**config.mk**
```make
export PLATFORM = sky130hd
export DESIGN_NAME = csi2_tx_pkt_builder_flat
export DESIGN_NICKNAME = d
export VERILOG_FILES = /design/src/rtl/csi2_pkg.sv /design/src/rtl/axi4_stream_if.sv /design/src/rtl/csi2_crc16_32b.sv /design/src/rtl/csi2_tx_pkt_builder.sv /design/src/flat_wrapper.sv
export SDC_FILE = /design/constraint.sdc
export NUM_CORES = 1
export LEC_CHECK = 0
export ABC_CLOCK_PERIOD_IN_PS = 5300
export CORE_MARGIN = 5
export CORE_UTILIZATION = 35
export DETAILED_ROUTE_END_ITERATION = 10
export PLACE_DENSITY = 0.64
export SETUP_SLACK_MARGIN = 0.3
export SYNTH_ARGS = -nofsm -noshare
export SYNTH_HDL_FRONTEND = slang
export SYNTH_SLANG_ARGS = --single-unit
export TNS_END_PERCENT = 100
```
**constraint.sdc**
```tcl
create_clock -name clk_i -period 5.3 [get_ports clk_i]
set_clock_uncertainty 0.05 [all_clocks]
set_input_delay 1.06 -clock clk_i [delete_from_list [all_inputs] [get_ports clk_i]]
set_output_delay 1.06 -clock clk_i [all_outputs]
set_load 0.05 [all_outputs]
```
**src/rtl/csi2_pkg.sv**
```systemverilog
// Shared CSI-2 definitions: data types, packet header layout, CRC constants
// and the 6-bit header ECC. The ECC function is also used by the RX side.
package csi2_pkg;

   localparam logic [5:0]  DT_FS    = 6'h00;
   localparam logic [5:0]  DT_FE    = 6'h01;
   localparam logic [5:0]  DT_RAW10 = 6'h2B;
   localparam logic [15:0] CRC_INIT = 16'hFFFF;
   localparam logic [15:0] CRC_POLY = 16'h8408;

   typedef struct packed {
      logic [7:0]  ecc;
      logic [15:0] wc;
      logic [7:0]  di;
   } csi2_hdr_t;

   typedef enum logic [2:0] {
      ST_IDLE,
      ST_FS,
      ST_HDR,
      ST_PAY,
      ST_PAD,
      ST_DROP,
      ST_CRC,
      ST_FE
   } tx_state_t;

   // d[7:0] = DI, d[23:8] = WC; parity bit p[n] covers the data bits of set n.
   function automatic logic [5:0] csi2_ecc(input logic [23:0] d);
      logic [5:0] p;
      p[0] = d[0]^d[1]^d[2]^d[4]^d[5]^d[7]^d[10]^d[11]^d[13]^d[16]^d[20]^d[21]^d[22]^d[23];
      p[1] = d[0]^d[1]^d[3]^d[4]^d[6]^d[8]^d[10]^d[12]^d[14]^d[17]^d[20]^d[21]^d[22]^d[23];
      p[2] = d[0]^d[2]^d[3]^d[5]^d[6]^d[9]^d[11]^d[12]^d[15]^d[18]^d[20]^d[21]^d[22];
      p[3] = d[1]^d[2]^d[3]^d[7]^d[8]^d[9]^d[13]^d[14]^d[15]^d[19]^d[20]^d[21]^d[23];
      p[4] = d[4]^d[5]^d[6]^d[7]^d[8]^d[9]^d[16]^d[17]^d[18]^d[19]^d[20]^d[22]^d[23];
      p[5] = d[10]^d[11]^d[12]^d[13]^d[14]^d[15]^d[16]^d[17]^d[18]^d[19]^d[21]^d[22]^d[23];
      return p;
   endfunction

   function automatic csi2_hdr_t csi2_make_hdr(input logic [1:0] vc, input logic [5:0] dt,
                                               input logic [15:0] wc);
      csi2_hdr_t h;
      h.di  = {vc, dt};
      h.wc  = wc;
      h.ecc = {2'b00, csi2_ecc({wc, vc, dt})};
      return h;
   endfunction

endpackage

```
**src/rtl/axi4_stream_if.sv**
```systemverilog
// Minimal AXI4-Stream bundle used for both the video input and packet output.
interface axi4_stream_if #(
   parameter int DW = 32
) ();
   logic [DW-1:0]   tdata;
   logic [DW/8-1:0] tstrb;
   logic            tvalid;
   logic            tready;
   logic            tlast;
   logic            tuser;

   modport master (output tdata, tstrb, tvalid, tlast, tuser, input tready);
   modport slave  (input tdata, tstrb, tvalid, tlast, tuser, output tready);
endinterface

```
**src/rtl/csi2_crc16_32b.sv**
```systemverilog
// Combinational next-CRC (reflected CCITT, poly 0x8408) over one 32-bit word;
// enabled bytes are folded in order 0..3, each LSB first.
module csi2_crc16_32b
   import csi2_pkg::*;
(
   input  logic [15:0] i_crc,
   input  logic [31:0] i_data,
   input  logic [3:0]  i_byte_en,
   output logic [15:0] o_crc
);

   logic [15:0] w_c;

   always_comb begin
      w_c = i_crc;
      for (int b = 0; b < 4; b++) begin
         if (i_byte_en[b]) begin
            w_c = w_c ^ {8'h00, i_data[8*b +: 8]};
            for (int k = 0; k < 8; k++) begin
               w_c = w_c[0] ? ((w_c >> 1) ^ CRC_POLY) : (w_c >> 1);
            end
         end
      end
      o_crc = w_c;
   end

endmodule

```
**src/rtl/csi2_tx_pkt_builder.sv**
```systemverilog
// CSI-2 TX packetizer: FS, per-line long packets (header, payload, CRC), FE.
// Optional frame numbering in FS/FE WC under `CSI2_TX_FRAME_CNT_EN.
//
// state   | meaning
// IDLE    | wait for enabled SOF; stray non-SOF words are dropped
// FS      | emit frame-start short packet
// HDR     | emit long-packet header, reset CRC and word count
// PAY     | pass payload words through the output register
// PAD     | input line ended early; emit zero words up to WC
// DROP    | line too long; swallow input until tlast
// CRC     | emit CRC word, count the line
// FE      | emit frame-end short packet
module csi2_tx_pkt_builder
   import csi2_pkg::*;
#(
   parameter logic [1:0] VC             = 2'd0,
   parameter logic [5:0] DATA_TYPE      = DT_RAW10,
   parameter int         MAX_LINE_BYTES = 8192
) (
   input  logic          clk_i,
   input  logic          srst_i,
   input  logic          enable_i,
   input  logic [15:0]   line_bytes_i,
   input  logic [15:0]   frame_lines_i,
   axi4_stream_if.slave  video_i,
   axi4_stream_if.master pkt_o,
   output logic          len_err_o,
   output logic          busy_o
);

   localparam int WCW = $clog2(MAX_LINE_BYTES / 4 + 1);

   tx_state_t        r_state, w_state_nxt;
   logic             r_tvalid, r_tlast, r_len_err;
   logic [3:0]       r_tstrb;
   logic [31:0]      r_tdata;
   logic [15:0]      r_crc, r_wc, r_lines_left;
   logic [WCW-1:0]   r_words_left;

   logic             w_load, w_emit, w_last, w_vid_ready, w_len_err;
   logic             w_start, w_hdr, w_pay, w_line_done;
   logic [3:0]       w_strb;
   logic [31:0]      w_word, w_crc_data;
   logic [15:0]      w_crc_nxt, w_short_wc;
   csi2_hdr_t        w_fs_hdr, w_fe_hdr, w_long_hdr;
   logic             w_unused;

   assign w_unused   = ^video_i.tstrb;
   assign w_load     = !r_tvalid || pkt_o.tready;
   assign w_fs_hdr   = csi2_make_hdr(VC, DT_FS, w_short_wc);
   assign w_fe_hdr   = csi2_make_hdr(VC, DT_FE, w_short_wc);
   assign w_long_hdr = csi2_make_hdr(VC, DATA_TYPE, r_wc);

   csi2_crc16_32b u_crc (
      .i_crc     (r_crc),
      .i_data    (w_crc_data),
      .i_byte_en (4'hF),
      .o_crc     (w_crc_nxt)
   );

   always_ff @(posedge clk_i) begin
      if (srst_i) r_state <= ST_IDLE;
      else        r_state <= w_state_nxt;
   end

   always_comb begin
      w_state_nxt = r_state;
      w_emit      = 1'b0;
      w_word      = 32'h0;
      w_strb      = 4'hF;
      w_last      = 1'b0;
      w_vid_ready = 1'b0;
      w_len_err   = 1'b0;
      w_start     = 1'b0;
      w_hdr       = 1'b0;
      w_pay       = 1'b0;
      w_line_done = 1'b0;
      w_crc_data  = 32'h0;
      case (r_state)
         ST_IDLE: begin
            w_vid_ready = video_i.tvalid && !video_i.tuser;
            if (enable_i && video_i.tvalid && video_i.tuser) begin
               w_start     = 1'b1;
               w_state_nxt = ST_FS;
            end
         end
         ST_FS: begin
            if (w_load) begin
               w_emit      = 1'b1;
               w_word      = w_fs_hdr;
               w_last      = 1'b1;
               w_state_nxt = ST_HDR;
            end
         end
         ST_HDR: begin
            if (w_load) begin
               w_emit      = 1'b1;
               w_word      = w_long_hdr;
               w_hdr       = 1'b1;
               w_state_nxt = ST_PAY;
            end
         end
         ST_PAY: begin
            w_vid_ready = w_load;
            if (w_load && video_i.tvalid) begin
               w_emit     = 1'b1;
               w_word     = video_i.tdata;
               w_crc_data = video_i.tdata;
               w_pay      = 1'b1;
               if (r_words_left == WCW'(1)) begin
                  w_len_err   = !video_i.tlast;
                  w_state_nxt = video_i.tlast ? ST_CRC : ST_DROP;
               end else if (video_i.tlast) begin
                  w_len_err   = 1'b1;
                  w_state_nxt = ST_PAD;
               end
            end
         end
         ST_PAD: begin
            if (w_load) begin
               w_emit = 1'b1;
               w_pay  = 1'b1;
               if (r_words_left == WCW'(1)) w_state_nxt = ST_CRC;
            end
         end
         ST_DROP: begin
            w_vid_ready = 1'b1;
            if (video_i.tvalid && video_i.tlast) w_state_nxt = ST_CRC;
         end
         ST_CRC: begin
            if (w_load) begin
               w_emit      = 1'b1;
               w_word      = {16'h0, r_crc};
               w_strb      = 4'b0011;
               w_last      = 1'b1;
               w_line_done = 1'b1;
               w_state_nxt = (r_lines_left == 16'd1) ? ST_FE : ST_HDR;
            end
         end
         ST_FE: begin
            if (w_load) begin
               w_emit      = 1'b1;
               w_word      = w_fe_hdr;
               w_last      = 1'b1;
               w_state_nxt = ST_IDLE;
            end
         end
         default: w_state_nxt = ST_IDLE;
      endcase
   end

   always_ff @(posedge clk_i) begin
      if (srst_i) begin
         r_tvalid     <= 1'b0;
         r_tdata      <= 32'h0;
         r_tstrb      <= 4'h0;
         r_tlast      <= 1'b0;
         r_len_err    <= 1'b0;
         r_crc        <= CRC_INIT;
         r_wc         <= 16'h0;
         r_lines_left <= 16'h0;
         r_words_left <= '0;
      end else begin
         if (w_load) begin
            r_tvalid <= w_emit;
            if (w_emit) begin
               r_tdata <= w_word;
               r_tstrb <= w_strb;
               r_tlast <= w_last;
            end
         end
         if (w_start) begin
            r_wc         <= line_bytes_i;
            r_lines_left <= frame_lines_i;
         end
         if (w_hdr) begin
            r_crc        <= CRC_INIT;
            r_words_left <= r_wc[WCW+1:2];
         end
         if (w_pay) begin
            r_crc        <= w_crc_nxt;
            r_words_left <= r_words_left - WCW'(1);
         end
         if (w_line_done) r_lines_left <= r_lines_left - 16'd1;
         r_len_err <= w_len_err;
      end
   end

`ifdef CSI2_TX_FRAME_CNT_EN
   // Numbering skips 0 on wrap; FE reuses the FS number since it advances on FE.
   logic [15:0] r_frame_num;
   always_ff @(posedge clk_i) begin
      if (srst_i) r_frame_num <= 16'd1;
      else if ((r_state == ST_FE) && w_load)
         r_frame_num <= (r_frame_num == 16'hFFFF) ? 16'd1 : r_frame_num + 16'd1;
   end
   assign w_short_wc = r_frame_num;
`else
   assign w_short_wc = 16'h0;
`endif

   assign video_i.tready = w_vid_ready;
   assign pkt_o.tvalid   = r_tvalid;
   assign pkt_o.tdata    = r_tdata;
   assign pkt_o.tstrb    = r_tstrb;
   assign pkt_o.tlast    = r_tlast;
   assign pkt_o.tuser    = 1'b0;
   assign len_err_o      = r_len_err;
   assign busy_o         = (r_state != ST_IDLE) || r_tvalid;

endmodule

```
**src/flat_wrapper.sv**
```systemverilog
// flat-port wrapper written by rule: the top's interface ports become plain ports
module csi2_tx_pkt_builder_flat import csi2_pkg::*;
#(
   parameter logic [1:0] VC             = 2'd0,
   parameter logic [5:0] DATA_TYPE      = DT_RAW10,
   parameter int         MAX_LINE_BYTES = 8192
)
  (clk_i, srst_i, enable_i, line_bytes_i, frame_lines_i, len_err_o, busy_o, video_i_tdata, video_i_tstrb, video_i_tvalid, video_i_tlast, video_i_tuser, video_i_tready, pkt_o_tdata, pkt_o_tstrb, pkt_o_tvalid, pkt_o_tlast, pkt_o_tuser, pkt_o_tready);
  axi4_stream_if #(.DW(32)) video_i_i ();
  axi4_stream_if #(.DW(32)) pkt_o_i ();
  input  logic clk_i;
  input  logic srst_i;
  input  logic enable_i;
  input  logic [15:0] line_bytes_i;
  input  logic [15:0] frame_lines_i;
  output logic len_err_o;
  output logic busy_o;
  input wire logic [$bits(video_i_i.tdata)-1:0] video_i_tdata;
  input wire logic [$bits(video_i_i.tstrb)-1:0] video_i_tstrb;
  input wire logic [$bits(video_i_i.tvalid)-1:0] video_i_tvalid;
  input wire logic [$bits(video_i_i.tlast)-1:0] video_i_tlast;
  input wire logic [$bits(video_i_i.tuser)-1:0] video_i_tuser;
  output wire logic [$bits(video_i_i.tready)-1:0] video_i_tready;
  output wire logic [$bits(pkt_o_i.tdata)-1:0] pkt_o_tdata;
  output wire logic [$bits(pkt_o_i.tstrb)-1:0] pkt_o_tstrb;
  output wire logic [$bits(pkt_o_i.tvalid)-1:0] pkt_o_tvalid;
  output wire logic [$bits(pkt_o_i.tlast)-1:0] pkt_o_tlast;
  output wire logic [$bits(pkt_o_i.tuser)-1:0] pkt_o_tuser;
  input wire logic [$bits(pkt_o_i.tready)-1:0] pkt_o_tready;
  assign video_i_i.tdata = video_i_tdata;
  assign video_i_i.tstrb = video_i_tstrb;
  assign video_i_i.tvalid = video_i_tvalid;
  assign video_i_i.tlast = video_i_tlast;
  assign video_i_i.tuser = video_i_tuser;
  assign video_i_tready = video_i_i.tready;
  assign pkt_o_tdata = pkt_o_i.tdata;
  assign pkt_o_tstrb = pkt_o_i.tstrb;
  assign pkt_o_tvalid = pkt_o_i.tvalid;
  assign pkt_o_tlast = pkt_o_i.tlast;
  assign pkt_o_tuser = pkt_o_i.tuser;
  assign pkt_o_i.tready = pkt_o_tready;
  csi2_tx_pkt_builder #(.VC(VC), .DATA_TYPE(DATA_TYPE), .MAX_LINE_BYTES(MAX_LINE_BYTES)) u_core (.clk_i(clk_i), .srst_i(srst_i), .enable_i(enable_i), .line_bytes_i(line_bytes_i), .frame_lines_i(frame_lines_i), .video_i(video_i_i), .pkt_o(pkt_o_i), .len_err_o(len_err_o), .busy_o(busy_o));
endmodule
```
==> qor.txt <==
===========================================================================================
Unrepaired setup endpoints after global routing                                          no
# nets final                                                                            964
Worst IR Drop VDD                                                                    138 uV
Reg area                                                                           2000 um2
Startpoint types                                                               primary input
Initial antenna violation count                                                           0
Highest clock frequency the design can meet                                       0.234 GHz
Clock period minus final worst setup slack                                          4.27 ns
Max FO, Critical Path                                                                    12
Post-synthesis net count                                                                893
Cell family contributing the most delay on the critical path                   buffers and inverters
Cell at the root of the clock tree                                                clkbuf_16
Max-cap check violation count                                                             0
Number of failing setup endpoints in the final timing report                              0
Dominant cell type by area after synthesis                                          dfxtp_1
Slowest-stage cell, CP                                                         clkdlybuf4s50_1
Post-route DRC violation count                                                            0
Share of synthesized area occupied by flip-flops and latches                          30.8%
I/O pin total                                                                           117
R2R Path Start                                                                 u_core.r_state[0]$_SDFFE_PP0P_
Capture point of the worst reg-to-reg path                                     u_core.r_crc[10]$_SDFFE_PP1P_
Weighted congestion at the end of routability-driven global placement                 0.865
Floorplan Core Area                                                               18100 um2
Half-perimeter wire length after detailed placement                                14900 um
Worst-case headroom to the max-slew limit                                             37.2%
Leakage                                                                             2.79 nW
Worst-path clk slew                                                                 0.07 ns
Critical Path End Type                                                           output pin
Warning count from the yosys run                                                          0
Slack of the worst reg-to-reg path                                                  1.66 ns
Peak per-stage delay on the critical path                                           0.84 ns
Global routing usage summed across all routing layers                                 18.2%
Detailed-route wire length per cell                                                 17.7 um
Hold Vio Cnt, Final                                                                       0
Area of the multi-input gates                                                      4240 um2
Post-route clock period utilization                                                   80.5%
Slew Viols, Final                                                                         0
First-pass GRT wire length                                                         31400 um
Transition time at the pin with the least slew margin                              0.941 ns
Number of clock buffers inserted by TritonCTS                                             9
Layout overhead on the synthesized area                                               22.7%
Std cell rows                                                                            49
Latest clock arrival within the worst-skew pair                                     0.35 ns
Clock tree from TritonCTS                                                              done
Area of the mapped netlist                                                         6500 um2
Type of the worst min-delay path                                               register to register
Number of logic stages on the critical path including buffering                           5
Initial cell density of the core                                                      35.8%
Overall die height                                                                   146 um
Util after Layout                                                                     44.0%
EDFF count, synth                                                                         0
Arrival time worst endpoint                                                         3.16 ns
Worst reg2reg path depth                                                                  8
Wire length after detailed routing                                                 19700 um
End point of the most critical hold path                                       u_core.pkt_o.tdata[1]$_SDFFE_PP0P_
Number of design-rule violations left by the first detailed-router iteration            502
Final cell count without fillers                                                       1115
Fraction of synthesized cell area taken by the top area cell type                     30.8%
Vias in the first global route                                                         5686
Fraction of final layout cells sized beyond drive strength 1                          4.18%
Leading post-synthesis cells by instance count                                 109 x nor2_1, 109 x xnor2_1, 100 x dfxtp_1
# resized after CTS                                                                       0
Pin count of the biggest net entering global routing                                     51
Post-synthesis register bit count                                                       100
Most used cell along the critical path                                         clkdlybuf4s50_1
Worst Min Path Start                                                           u_core.pkt_o.tdata[1]$_SDFFE_PP0P_
Post-CTS setup buffer count                                                               0
Total power density per cell area                                                282 nW/um2
Bufs on Longest Clock Path                                                                2
PortBufs                                                                                111
Num Clock Sinks                                                                         100
Cell-by-cell listing of the critical path                                      clkdlybuf4s50_1 -> nand2b_1 -> a31oi_1 -> o22ai_1 -> clkdlybuf4s50_1
Critical Path RT                                                                    4.19 ns
Sum of negative setup slack                                                            0 ns
Ant. Diodes                                                                               0
CTS H-tree lvls                                                                           3
Horizontal die dimension                                                             146 um
Fillers                                                                                1861
Post-DRT Antenna Nets                                                                     0
Hold-fix buffers at CTS                                                                   0
Via total after detailed routing                                                       5861
Most used flip-flop cell after synthesis                                            dfxtp_1
Die Footprint                                                                     21400 um2
Syn Inst Count                                                                          811
Total placed cells including tap cells                                                 1100
Synth cell types                                                                         51
Result of the run                                                              finished clean
Number of vias per cell                                                                5.26
Depth of the worst hold-timing path                                                       2
Overflow left after global routing                                                        0
DR pass1 iterations                                                                       5
Buffers plus inverters on the worst setup path                                            2
Worst Path Class, Setup                                                        primary input to output pin
Per-instance average area after synthesis                                          8.02 um2
Worst hold slack across all endpoints                                              0.405 ns
Ranking of synthesized cells by area                                           dfxtp_1 31%, xnor2_1 15%, nor2_1 6.3%
Share of synthesized flip-flops with an asynchronous set or reset                        0%
===========================================================================================
-- where the power goes --
group          leakage, nW  total (mW)  switching [mW]  internal (mW)
Sequential           0.812       0.855          0.0510          0.804
Combinational         1.86       0.791           0.451          0.340
Clock                0.120       0.603           0.286          0.316
Total                 2.79        2.25           0.788           1.46
-- layout by cell type (no fill, tap or decap), types with 3 or more instances in the layout --
cell	count
clkdlybuf4s50_1	110
xnor2_1	109
nor2_1	108
dfxtp_1	100
nand2_1	94
a21oi_1	70
nor3_1	40
xor2_1	36
o21ai_0	26
a221oi_1	21
xnor3_1	14
a211oi_1	12
nand3_1	11
nand2b_1	10
a22oi_1	10
inv_1	9
clkbuf_16	9
mux2i_1	8
o22ai_1	8
buf_4	8
or2_2	7
ha_1	7
a31oi_1	6
o211ai_1	5
clkbuf_1	4
nor4_1	3
nor2b_1	3
-- registers in the layout, indices dropped and copies added, names as in the netlist --
name and cells:
u_core.r_crc 16, u_core.r_lines_left 16, u_core.len_err_o 1, u_core.pkt_o.tvalid 1, u_core.pkt_o.tdata 32, u_core.r_words_left 12, u_core.r_state 3, u_core.r_wc 16
u_core.pkt_o.tlast 1, u_core.pkt_o.tstrb 2
-- metrics by stage --
stage / worst slack (ns) / power (mW) / area [um2]
2_1_floorplan: 1.68 / 1.42 / 6500
3_3_place_gp: 0.862 / 1.65 / 7730
3_5_place_dp: 0.859 / 1.66 / 7730
4_1_cts: 1.05 / 2.26 / 7980
5_1_grt: 0.917 / 2.36 / 7980
6_report: 1.03 / 2.25 / 7980
-- worst reg2reg max path, stage by stage, from the launching register on --
cell	delay [ns]
dfxtp_1	0.83
and3b_1	0.34
and3_1	0.46
buf_4	0.42
nand2_1	0.13
xnor2_1	0.49
xnor2_1	0.25
xnor3_1	0.26
o32a_1	0.28
-- logic make-up after synthesis --
kind of cell / after synthesis / share of synthesized area [%]
buffers and inverters: 68 / 4.19
AND/OR/NAND/NOR: 291 / 19.4
AO/OA/AOI/OAI: 170 / 16.3
multiplexers: 8 / 1.23
XOR/XNOR: 166 / 26.8
adder cells (fa/ha/maj): 7 / 1.35
flip-flops: 100 / 30.8
other: 1 / 0.0576
-- area by class of cell --
class | instances | area share, %
Clock inverter | 2 | 0.157
Clock buffer | 13 | 3.01
Multi-Input combinational cell | 643 | 53.1
Tap cell | 229 | 3.59
Sequential cell | 100 | 25.1
Timing Repair Buffer | 119 | 14.6
Inverter | 9 | 0.423
-- metal layers --
metal | global-route usage [%] | wire (um) | vias up
li1 | - | - | 2902
met1 | 25.9 | 9550 | 2759
met2 | 28.3 | 8800 | 180
met3 | 2.57 | 1010 | 20
met4 | 5.83 | 350 | 0
met5 | 0 | 0 | -
-- worst max-delay path by stage --
stage                     start                            end  slack (ns)
6_report           pkt_o_tready                 video_i_tready        1.03
3_3_place_gp       pkt_o_tready  u_core.r_crc[10]$_SDFFE_PP1P_        0.86
3_5_place_dp       pkt_o_tready  u_core.r_crc[10]$_SDFFE_PP1P_        0.86
2_1_floorplan  video_i_tdata[4]  u_core.r_crc[10]$_SDFFE_PP1P_        1.68
5_1_grt            pkt_o_tready                 video_i_tready        0.92
4_1_cts            pkt_o_tready                 video_i_tready        1.05
No activity file was read; power rests on OpenSTA's default activity.
